--- src/rtl/traffic_injector.sv ---
// traffic_injector
//   Per-node packet injection controller. Compares the upper RATE_BITS of the
//   free-running random word against the rate threshold to decide whether a
//   packet is generated this cycle. Generated packets go straight into the
//   output slot when it is free. Otherwise they are counted in a saturating
//   backlog, which keeps draining after the send phase ends. done is raised
//   once the node is quiescent.
//
// Ports
//   clk, reset   clock; asynchronous active-high reset
//   send         injection phase (1 = generate, 0 = cooldown/drain)
//   rand_word    random word, new value every cycle (the spec names this
//                port "rand", but rand is a reserved SystemVerilog keyword)
//   rate         generation threshold; probability = rate / 2**RATE_BITS
//   out_valid    header valid toward the router local port
//   out_ready    router accepts the header
//   out_dest     destination node, never NODE_ID
//   out_seq      per-node sequence number, starts at 0 after reset
//   backlog      generated packets not yet loaded into the output slot
//   inj_count    accepted handshakes, saturating
//   drop_count   generations lost to a full backlog, saturating
//   done         high while the FSM is in DONE
module traffic_injector #(
  parameter int NODES       = 9,
  parameter int NODE_ID     = 0,
  parameter int DEST_BITS   = 4,
  parameter int RAND_BITS   = 32,
  parameter int RATE_BITS   = 8,
  parameter int SEQ_BITS    = 8,
  parameter int CNT_BITS    = 16,
  parameter int MAX_BACKLOG = 15,
  parameter int BL_BITS     = 4
) (
  input  logic                 clk,
  input  logic                 reset,
  input  logic                 send,
  input  logic [RAND_BITS-1:0] rand_word,
  input  logic [RATE_BITS-1:0] rate,
  output logic                 out_valid,
  input  logic                 out_ready,
  output logic [DEST_BITS-1:0] out_dest,
  output logic [SEQ_BITS-1:0]  out_seq,
  output logic [BL_BITS-1:0]   backlog,
  output logic [CNT_BITS-1:0]  inj_count,
  output logic [CNT_BITS-1:0]  drop_count,
  output logic                 done
);

  typedef enum logic [1:0] {ST_IDLE, ST_RUN, ST_DRAIN, ST_DONE} state_t;

  // Parameter values sized to the signals they are compared with.
  localparam logic [DEST_BITS:0]  NODES_V = NODES[DEST_BITS:0];
  localparam logic [DEST_BITS:0]  ID_V    = NODE_ID[DEST_BITS:0];
  localparam logic [DEST_BITS:0]  D_ONE   = 1;
  localparam logic [BL_BITS:0]    MAX_BLW = MAX_BACKLOG[BL_BITS:0];
  localparam logic [BL_BITS-1:0]  MAX_BL  = MAX_BACKLOG[BL_BITS-1:0];
  localparam logic [BL_BITS-1:0]  BL_ONE  = 1;
  localparam logic [SEQ_BITS-1:0] SEQ_ONE = 1;
  localparam logic [CNT_BITS-1:0] CNT_ONE = 1;

  state_t               state, state_next;
  logic                 gen, slot_free, accept, load, drop;
  logic [BL_BITS:0]     bl_sum;
  logic [BL_BITS-1:0]   backlog_next;
  logic [DEST_BITS:0]   fold_d;
  logic [DEST_BITS-1:0] dest_fold;
  logic [SEQ_BITS-1:0]  next_seq;

  assign gen       = (state == ST_RUN) && (rand_word[RAND_BITS-1 -: RATE_BITS] < rate);
  assign slot_free = !out_valid || out_ready;
  assign accept    = out_valid && out_ready;
  assign bl_sum    = {1'b0, backlog} + {{BL_BITS{1'b0}}, gen};

  // Fold the raw field into 0..NODES-1 and skip our own index.
  // The raw field is below 2*NODES, so one subtraction is enough.
  always_comb begin
    fold_d = {1'b0, rand_word[DEST_BITS-1:0]};
    if (fold_d >= NODES_V) fold_d = fold_d - NODES_V;
    if (fold_d == ID_V)    fold_d = fold_d + D_ONE;
    if (fold_d == NODES_V) fold_d = '0;
    dest_fold = fold_d[DEST_BITS-1:0];
  end

  // Slot loading and backlog bookkeeping.
  // NOTE: every signal gets a default at the top of the block so no path
  // leaves it unassigned; otherwise synthesis would infer a latch.
  always_comb begin
    load         = 1'b0;
    drop         = 1'b0;
    backlog_next = backlog;
    if (slot_free) begin
      if (backlog != '0) begin
        // One leaves for the slot, and a fresh generation replaces it.
        load         = 1'b1;
        backlog_next = gen ? backlog : backlog - BL_ONE;
      end else if (gen) begin
        load = 1'b1;
      end
    end else if (bl_sum > MAX_BLW) begin
      backlog_next = MAX_BL;
      drop         = 1'b1;
    end else begin
      backlog_next = bl_sum[BL_BITS-1:0];
    end
  end

  always_comb begin
    state_next = state;
    case (state)
      ST_IDLE:  if (send) state_next = ST_RUN;
      ST_RUN:   if (!send) state_next = ST_DRAIN;
      ST_DRAIN: begin
        if (send)
          state_next = ST_RUN;
        else if (backlog == '0 && (!out_valid || accept))
          state_next = ST_DONE;
      end
      ST_DONE:  if (send) state_next = ST_RUN;
      default:  state_next = ST_IDLE;
    endcase
  end

  // NOTE: sequential state is updated with non-blocking assignments only, so
  // every flop samples the pre-edge values regardless of statement order.
  always_ff @(posedge clk or posedge reset) begin
    if (reset) begin
      state      <= ST_IDLE;
      out_valid  <= 1'b0;
      out_dest   <= '0;
      out_seq    <= '0;
      next_seq   <= '0;
      backlog    <= '0;
      inj_count  <= '0;
      drop_count <= '0;
      done       <= 1'b0;
    end else begin
      state   <= state_next;
      done    <= (state_next == ST_DONE);
      backlog <= backlog_next;
      if (slot_free) out_valid <= load;
      // dest and seq change only on a load, which gives the hold-under-stall
      // behaviour for free.
      if (load) begin
        out_dest <= dest_fold;
        out_seq  <= next_seq;
        next_seq <= next_seq + SEQ_ONE;
      end
      if (accept && inj_count != '1) inj_count <= inj_count + CNT_ONE;
      if (drop && drop_count != '1)  drop_count <= drop_count + CNT_ONE;
    end
  end

endmodule

--- config.mk ---
export PLATFORM = sky130hd
export DESIGN_NAME = traffic_injector
export DESIGN_NICKNAME = d
export VERILOG_FILES = /design/src/rtl/traffic_injector.sv
export SDC_FILE = /design/constraint.sdc
export NUM_CORES = 1
export LEC_CHECK = 0
export ABC_CLOCK_PERIOD_IN_PS = 8700
export BUFFER_PORTS_ARGS = -buffer_cell sky130_fd_sc_hd__buf_2
export CAP_MARGIN = 30
export CORE_MARGIN = 1
export CORE_UTILIZATION = 55
export CTS_BUF_LIST = sky130_fd_sc_hd__clkbuf_16
export CTS_CLUSTER_DIAMETER = 40
export CTS_CLUSTER_SIZE = 8
export DETAILED_ROUTE_END_ITERATION = 12
export PLACE_DENSITY = 0.84
export SLEW_MARGIN = 0
export SYNTH_ARGS = -nofsm -noshare
export SYNTH_HDL_FRONTEND = slang
export SYNTH_SLANG_ARGS = --single-unit
--- constraint.sdc ---
create_clock -name clk -period 8.7 [get_ports clk]
set_input_delay 0.87 -clock clk [delete_from_list [all_inputs] [get_ports clk]]
set_output_delay 0.87 -clock clk [all_outputs]
set_load 0.02 [all_outputs]
* Word level (Yosys, flattened, before mapping) *
Cells that the tools add are included.

storage, ports and cells
  bits of input ports = 44
  register bits = 60
  logic and storage cells = 59
  output and inout port bits = 50

operators by class
  $lt $le $gt $ge = 3
  equality and inequality tests = 9
  reductions and logical operators = 14
  add/subtract/negate cells = 7
  muxes and demuxes = 17

operators by type and width
  cell                                                            number
  adder 16 x 1 -> 16 bit (second input constant)                  2
  != test 16 bit (second input constant)                          2
  2-to-1 mux 4 bit                                                5
  2-to-1 mux 5 bit                                                2
  adder 8 x 1 -> 8 bit (second input constant)                    1
  < comparator 8 bit                                              1
  2-to-1 mux 2 bit                                                4
  == test 2 bit (second input constant)                           3
  case mux 2 bit (3 select lines)                                 1
  adder 4 x 1 -> 5 bit                                            1
  adder 5 x 1 -> 5 bit (second input constant)                    1
  == test 5 x 4 -> 1 bit (second input constant)                  1
  greater-than comparator 5 x 4 -> 1 bit (second input constant)  1
  logical AND 1 bit                                               5
  logical NOT 5 bit                                               1
  2-to-1 mux 1 bit                                                5
  subtractor 4 x 4 -> 5 bit (second input constant)               1
  greater-or-equal comparator 4 bit (second input constant)       1
  logical NOT 4 bit                                               1
  nonzero test 4 bit                                              1
  subtractor 4 x 1 -> 4 bit (second input constant)               1
  == test 2 x 1 -> 1 bit (second input constant)                  1
  logical NOT 2 bit                                               1
  logical OR 1 bit                                                2
  other kinds (5)                                                 5

* Depth between registers and ports, before layout *
Gate-level depths: netlist of the first run.

  depth after elaboration = 7
  gate-level depth with buffers = 14
  gate-level depth less buffers = 14

* Worst setup path after synthesis of the first run *
No wires, ideal clock.

  path kind = input to register
  start point = input port rate[1]
  end point = register drop_count[15]
  stages on the path = 13
  path slack = 5294 ps
  arrival = 3279 ps
  buffers on the path = 0
  setup time = 128 ps
  required time = 8572 ps
  path through = inv_1 ha_1 a2111oi_4 o311ai_2 nand2_2 ha_1 ha_1 nand2_1 nor2_1 nand2_1 nor4_2 nand3_1 mux2_1

between the ends
  word-level cells in the longest chain between the ends = 7

ends and longest elaborated chain
  element                                 line  source
  start: declaration                      38    input logic [RATE_BITS-1:0] rate,
  < comparator 8 bit                      69    assign gen = (state == ST_RUN) && (rand_word[RAND_BITS-1 -: RATE_BITS] < rate);
  logical AND 1 bit                       69
  adder 4 x 1 -> 5 bit                    72    assign bl_sum = {1'b0, backlog} + {{BL_BITS{1'b0}}, gen};
  greater-than comparator 5 x 4 -> 1 bit  99    end else if (bl_sum > MAX_BLW) begin
  2-to-1 mux 1 bit                        99
  2-to-1 mux 1 bit                        91    if (slot_free) begin
  logical AND 1 bit                       149   if (drop && drop_count != '1) drop_count <= drop_count + CNT_ONE;
  end signal: assignment                  149
  end: declaration                        45    output logic [CNT_BITS-1:0] drop_count,

No other way between the ends.
A chain may end at the register's enable or synchronous reset.

* Worst setup path after layout of the first run *
  start point = input port rand_word[25]
  end point = register drop_count[11]

between the ends
  word-level cells in the longest chain between the ends = 7

ends and longest elaborated chain
  element                                 line  source
  start: declaration                      37    input logic [RAND_BITS-1:0] rand_word,
  < comparator 8 bit                      69
  logical AND 1 bit                       69
  adder 4 x 1 -> 5 bit                    72
  greater-than comparator 5 x 4 -> 1 bit  99
  2-to-1 mux 1 bit                        99
  2-to-1 mux 1 bit                        91
  logical AND 1 bit                       149

No other way between the ends.

==> results of run 1 <==
==> final cells by class <==
class,instances,area (um2)
fillers,436,1620
inverters,23,86.3
well taps,72,90.1
clock buffers,9,225
flip-flops and latches,60,1500
repair buffers,74,373
clock inverters,7,60.1
multi-input cells,226,1660
==> cell families (layout without fill, tap and decap cells) <==
kind of cell	after synthesis	in the layout
buf+inv	27	113
xor+xnor	30	30
flops	60	60
fa+ha+maj	19	19
compound gates	44	44
mux	17	17
simple gates	116	116
==> per-stage QoR <==
stage / std cells / total power [mW] / utilization, % / hold WS [ns]
2_1_floorplan: 313 / 0.652 / - / 0.440
3_3_place_gp: 455 / 0.735 / 66.1 / 0.461
3_5_place_dp: 455 / 0.755 / 66.1 / 0.461
4_1_cts: 471 / 1.10 / 71.2 / 0.471
5_1_grt: 471 / 1.16 / 71.2 / 0.516
6_report: 471 / 1.09 / 71.2 / 0.472
==> layer usage <==
layer  vias to the layer above  GRT usage, %  wire length (um)
met4                         0          10.7                97
met3                         9          4.02               215
met1                      1274          30.1              2960
met5                         -             0                 0
met2                        72          40.1              3480
li1                       1275             -                 -
==> critical path: stages <==
cell and delay, ns:
buf_2 0.10, ha_1 0.32, a2111oi_4 0.32, o311ai_2 0.21, nand2_2 0.19, ha_1 0.20
ha_1 0.18, nand2_1 0.11, nor2_1 0.22, nand2_1 0.17, nor4_2 0.40, nor3b_1 0.30
xor2_1 0.20
==> sequential cells by signal, summed over array words and instances, names as in the netlist <==
| name | flops |
|---|---|
| drop_count | 16 |
| inj_count | 16 |
| next_seq | 8 |
| out_seq | 8 |
| backlog | 4 |
| out_dest | 4 |
| state | 2 |
| done | 1 |
| out_valid | 1 |
==> worst min path at each step <==
stage / start / end / slack [ns] / cells after the start
floorplan: next_seq[7]$_DFFE_PP0P_ / next_seq[7]$_DFFE_PP0P_ / 0.44 / 1
global placement: next_seq[7]$_DFFE_PP0P_ / next_seq[7]$_DFFE_PP0P_ / 0.46 / 1
detailed placement: next_seq[7]$_DFFE_PP0P_ / next_seq[7]$_DFFE_PP0P_ / 0.46 / 1
CTS: next_seq[7]$_DFFE_PP0P_ / next_seq[7]$_DFFE_PP0P_ / 0.47 / 1
global route: next_seq[7]$_DFFE_PP0P_ / next_seq[7]$_DFFE_PP0P_ / 0.52 / 1
finish: next_seq[7]$_DFFE_PP0P_ / next_seq[7]$_DFFE_PP0P_ / 0.47 / 1
==> report_power, final <==
group	total, mW	internal (mW)	switching [mW]	leakage, nW
registers	0.422	0.347	0.0749	0.776
clock network	0.340	0.218	0.122	0.148
logic	0.330	0.138	0.192	1.04
total	1.09	0.703	0.388	1.97
==> Yosys cell counts, types with 3 or more instances <==
library cell / instances / area share, %
mux2_1: 4 / 1.4
ha_1: 19 / 7.3
or3_1: 4 / 0.76
nand4_1: 10 / 1.9
a21oi_1: 14 / 2.1
nand3_1: 17 / 2.6
mux2_2: 11 / 3.8
xnor2_1: 23 / 6.2
dfrtp_1: 60 / 46
xor2_1: 6 / 1.6
o21a_1: 3 / 0.69
o21ai_0: 9 / 1.4
and3_1: 7 / 1.3
nor2_1: 15 / 1.7
nand2_1: 31 / 3.6
a31oi_1: 4 / 0.76
nor4_1: 4 / 0.76
nor3_1: 11 / 1.7
inv_1: 23 / 2.6
==> impl_metrics.ini, run 1 <==
[run_status]
status = completed

[critical_path]
r2r-start = state[1]$_DFF_PP0_
worstRegToRegCells = 14
worstPathArrival_ns = 3.79
cp-end-kind = flip-flop
cp_max_fo = 9
cp-start-kind = input pin
reg2reg_to = drop_count[11]$_DFFE_PP0P_
regToRegSetupSlack_ns = 5.46
required_ns = 8.94
path_class = input pin to flip-flop
endpoint = drop_count[11]$_DFFE_PP0P_
startpoint = rand_word[25]

[clock_network]
numCtsBuffers = 9
clockBufferDepth = 2
ctsHoldBuffers = 0
tritoncts = built
clockRootBuffer = clkbuf_16
cts_resized = 0
cts_setup_buffers = 0
htreeDepth = 3
clock-sinks = 60
worstSkewPairLatency_ns = 0.32
clk_pin_slew_worst_paths_ns = 0.05

[global_route]
grt_use_total_pct = 23.9
grt_pass1_wl_mm = 11.7
grt_max_degree = 61
gr-total-overflow = 0
first_global_vias = 2617
antenna_found_initial = 0

[timing]
hold_violations = 0
finalClockSkew_ns = 0.00726
fmax_mhz = 281
period_share_pct = 40.8
slew_violations = 0
setup_viol = 0
max_slew.worst_pin.slew_ns = 0.751
fin_tns_setup_ns = 0
rsz0062_at_grt = false
worst_slack_ns = 5.15
fin_crit_ns = 3.55
timing.max_slew.rel_slack_pct = 49.9

[power_and_ir_drop]
power_density_mw_per_mm2 = 273
leakage_nw = 1.97
ir_worst_vdd_mv = 0.196

[floorplan]
initial_core_util_pct = 58.4
dieHeight_um = 79.1
io_pins = 94
fp.dieArea_mm2 = 0.00626
die_width_um = 79.1
design.core.area_mm2 = 0.00561
row_count = 27

[synthesis]
synth_seq_cells = 60
synth-simple-area-share_pct = 19.3
synth_adder_area_share_pct = 7.26
synth.cell_area_mm2 = 0.00327
netlist_instances = 313
synth_top_family_by_area = simple AND/OR/NAND/NOR gates
yosys-mux-area-fraction_pct = 5.77
avgSynthCellArea_um2 = 10.5
async_flop_share_pct = 100
synth_edf_count = 0
synth.distinct_cells = 50
ys_seq_area_share_pct = 45.9
synth_flop_cell = dfrtp_1
synth_compound_area_share_pct = 9.98
synth_nets = 376
synth_warnings = 0
synth_xor_area_share_pct = 8.26

[drt]
initialDrtViolationCount = 109
via_count = 2630
drc_errors = 0
routedWlPerCell_um = 14.3
first_pass_iters = 4
drt-total-wl_mm = 6.76
viasPerCell = 5.58
ant_nets = 0

[placed_design]
place.gp.congestion = 0.847
dpl_cell_area_mm2 = 0.00371
place_ws_ns = 4.81
dp_hpwl_mm = 4.74
portBuffers = 73

[flow_run]
drv_cap = 0

[final_layout]
areaGrowthSynthToFinish_pct = 21.9
final_area_mm2 = 0.00399
num_antenna_cells = 0
nets = 457
layout_common_cells = buf_2 (73), dfrtp_1 (60), nand2_1 (31), inv_1 (24), xnor2_1 (23)
drive_above_1_share_pct = 28.6
layout_commonest_cell = buf_2

[hold_path]
hold_class = flip-flop to flip-flop
(Power assumes the default switching activity.)
==> run 2, diff against run 1 <==
ABC_CLOCK_PERIOD_IN_PS = 3000   (was 8700)
CORE_UTILIZATION = 47   (was 55)
PLACE_DENSITY = 0.76   (was 0.84)
clock period = 3 ns   (was 8.7 ns; I/O delays follow)
==> run 2 against run 1 <==
Against the previous run:
- the flow now finishes with violations (DRC)
- flip-flop and latch count is the same
- routed wire length shrank 5.6%
- global-route usage shrank 5.8 points
- critical path type is now flip-flop to flip-flop
- largest power group unchanged
- highest routed layer unchanged
==> impl_metrics.ini, run 2 (synthesized netlist as in run 1, its figures left out) <==
[run_status]
status = finished, violations left
failed_checks = DRC

[floorplan]
dieHeight_um = 85.5
die_width_um = 85.5
io_pins = 94
initial_core_util_pct = 48.4
row_count = 30
design.core.area_mm2 = 0.00676
fp.dieArea_mm2 = 0.00730

[timing]
max_slew.worst_pin.slew_ns = 0.766
worst_slack_ns = 0.102
finalClockSkew_ns = 0.00447
slew_violations = 0
holdWs_ns = 0.183
setup_viol = 0
period_share_pct = 96.6
fin_crit_ns = 2.90
timing.max_slew.rel_slack_pct = 49.0
fmax_mhz = 345
hold_violations = 0

[power_and_ir_drop]
power_density_mw_per_mm2 = 757
leakage_nw = 2.01
finalPower_mw = 3.09
ir_worst_vdd_mv = 0.365

[final_layout]
num_antenna_cells = 0
final_area_mm2 = 0.00409
layout_commonest_cell = buf_2
areaGrowthSynthToFinish_pct = 24.9
nets = 465
drive_above_1_share_pct = 31.4
layout_common_cells = buf_2 (73), dfrtp_1 (60), nand2_1 (29), inv_1 (23), xnor2_1 (23)
fin_util_pct = 60.5
largestRegisters = drop_count x16, inj_count x16

[clock_network]
clk_pin_slew_worst_paths_ns = 0.05
htreeDepth = 3
clock-sinks = 60
clockRootBuffer = clkbuf_16
tritoncts = built
worstSkewPairLatency_ns = 0.32
ctsHoldBuffers = 0
numCtsBuffers = 9
clockBufferDepth = 2

[global_route]
antenna_found_initial = 0
grt_pass1_wl_mm = 10.4
grt_max_degree = 61
grt_use_total_pct = 18.1
gr-total-overflow = 0
first_global_vias = 2359

[drt]
via_count = 2626
drt-total-wl_mm = 6.38
first_pass_iters = 10
routedWlPerCell_um = 13.1
ant_nets = 0
viasPerCell = 5.39
drc_errors = 1
initialDrtViolationCount = 59

[critical_path]
cp-end-kind = flip-flop
required_ns = 3.25
cp-start-kind = flip-flop
crit_chain = inv_1 -> ha_4 -> inv_1 -> a211oi_4 -> o311ai_4 -> nand2_2 -> ha_1 -> ha_1 -> nand2_1 -> buf_4 -> nor3_2 -> nand4_1 -> buf_4 -> nor3_2 -> nor2_1 -> a21oi_1
cp_max_fo = 5
worstPathArrival_ns = 3.14
slowest_stage = dfrtp_1
crit_buf_inv = 4
max_stage_delay_ns = 0.39
cp_top_family = simple AND/OR/NAND/NOR gates
path_class = flip-flop to flip-flop

[hold_path]
hold_class = input pin to asynchronous set/reset pin

[placed_design]
place.gp.congestion = 0.822
place_ws_ns = 0.0361
dpl_cell_area_mm2 = 0.00377
dp_hpwl_mm = 4.54
portBuffers = 73

[flow_run]
drv_cap = 0
run 2: cell types whose count changed in the layout (fill, tap and decap cells not counted), sizes merged:
cell	previous run	this run
inv	25	24
clkinv	3	6
bufinv	1	0
clkinvlp	1	0
buf	74	82
run 2: worst register-to-register path: cells and delay by family (launching register included):
family	cells	cell delay [ns]
compound gates	3	0.55
fa+ha+maj	3	0.49
simple gates	6	0.81
flops	1	0.39
buf+inv	4	0.58
run 2: path summary, 6_finish.rpt:
path	startpoint	to	slack, ns	cells past startpoint
setup / recovery	state[1]$_DFF_PP0_	drop_count[14]$_DFFE_PP0P_	0.10	16
hold / removal	reset	done$_DFF_PP0_	0.18	3
setup reg to reg	state[1]$_DFF_PP0_	drop_count[14]$_DFFE_PP0P_	0.10	16
hold reg to reg	out_dest[0]$_DFFE_PP0P_	out_dest[0]$_DFFE_PP0P_	0.47	1
max in group asynchronous	reset	backlog[0]$_DFFE_PP0P_	2.30	3
min in group clk	send	state[0]$_DFF_PP0_	0.29	3
run 2: what timing repair did:
item                                    in CTS  in global routing
setup buffers                                0                  1
endpoints found under the setup margin       0                  7
resized for setup                            0                 10
hold endpoints to repair                     0                  0
run 2: final cells by class:
| class | instances | area, um2 |
|---|---|---|
| multi-input cells | 226 | 1710 |
| repair buffers | 82 | 433 |
| inverters | 23 | 86.3 |
| clock buffers | 9 | 225 |
| fillers | 571 | 2670 |
| clock inverters | 7 | 35.0 |
| flip-flops and latches | 60 | 1500 |
| well taps | 80 | 100 |
run 2: through the flow:
stage	instances	TNS, ns
final	487	0
after CTS	486	0
after global routing	487	-0.283
after global placement	470	0
after floorplan	313	0
after detailed placement	470	0
run 2: power by group:
| group | internal [mW] | total (mW) | switching (mW) | leakage [nW] |
|---|---|---|---|---|
| sequential | 1.01 | 1.22 | 0.217 | 0.776 |
| clock | 0.545 | 0.879 | 0.334 | 0.135 |
| combinational | 0.432 | 0.992 | 0.560 | 1.10 |
| total | 1.98 | 3.09 | 1.11 | 2.01 |
run 2: routing by layer:
| layer | vias to the layer above | wire [um] | track usage (%) |
|---|---|---|---|
| li1 | 1290 | - | - |
| met1 | 1254 | 2910 | 22.1 |
| met2 | 73 | 3100 | 29.7 |
| met3 | 9 | 278 | 5.54 |
| met4 | 0 | 90 | 7.42 |
| met5 | - | 0 | 0 |
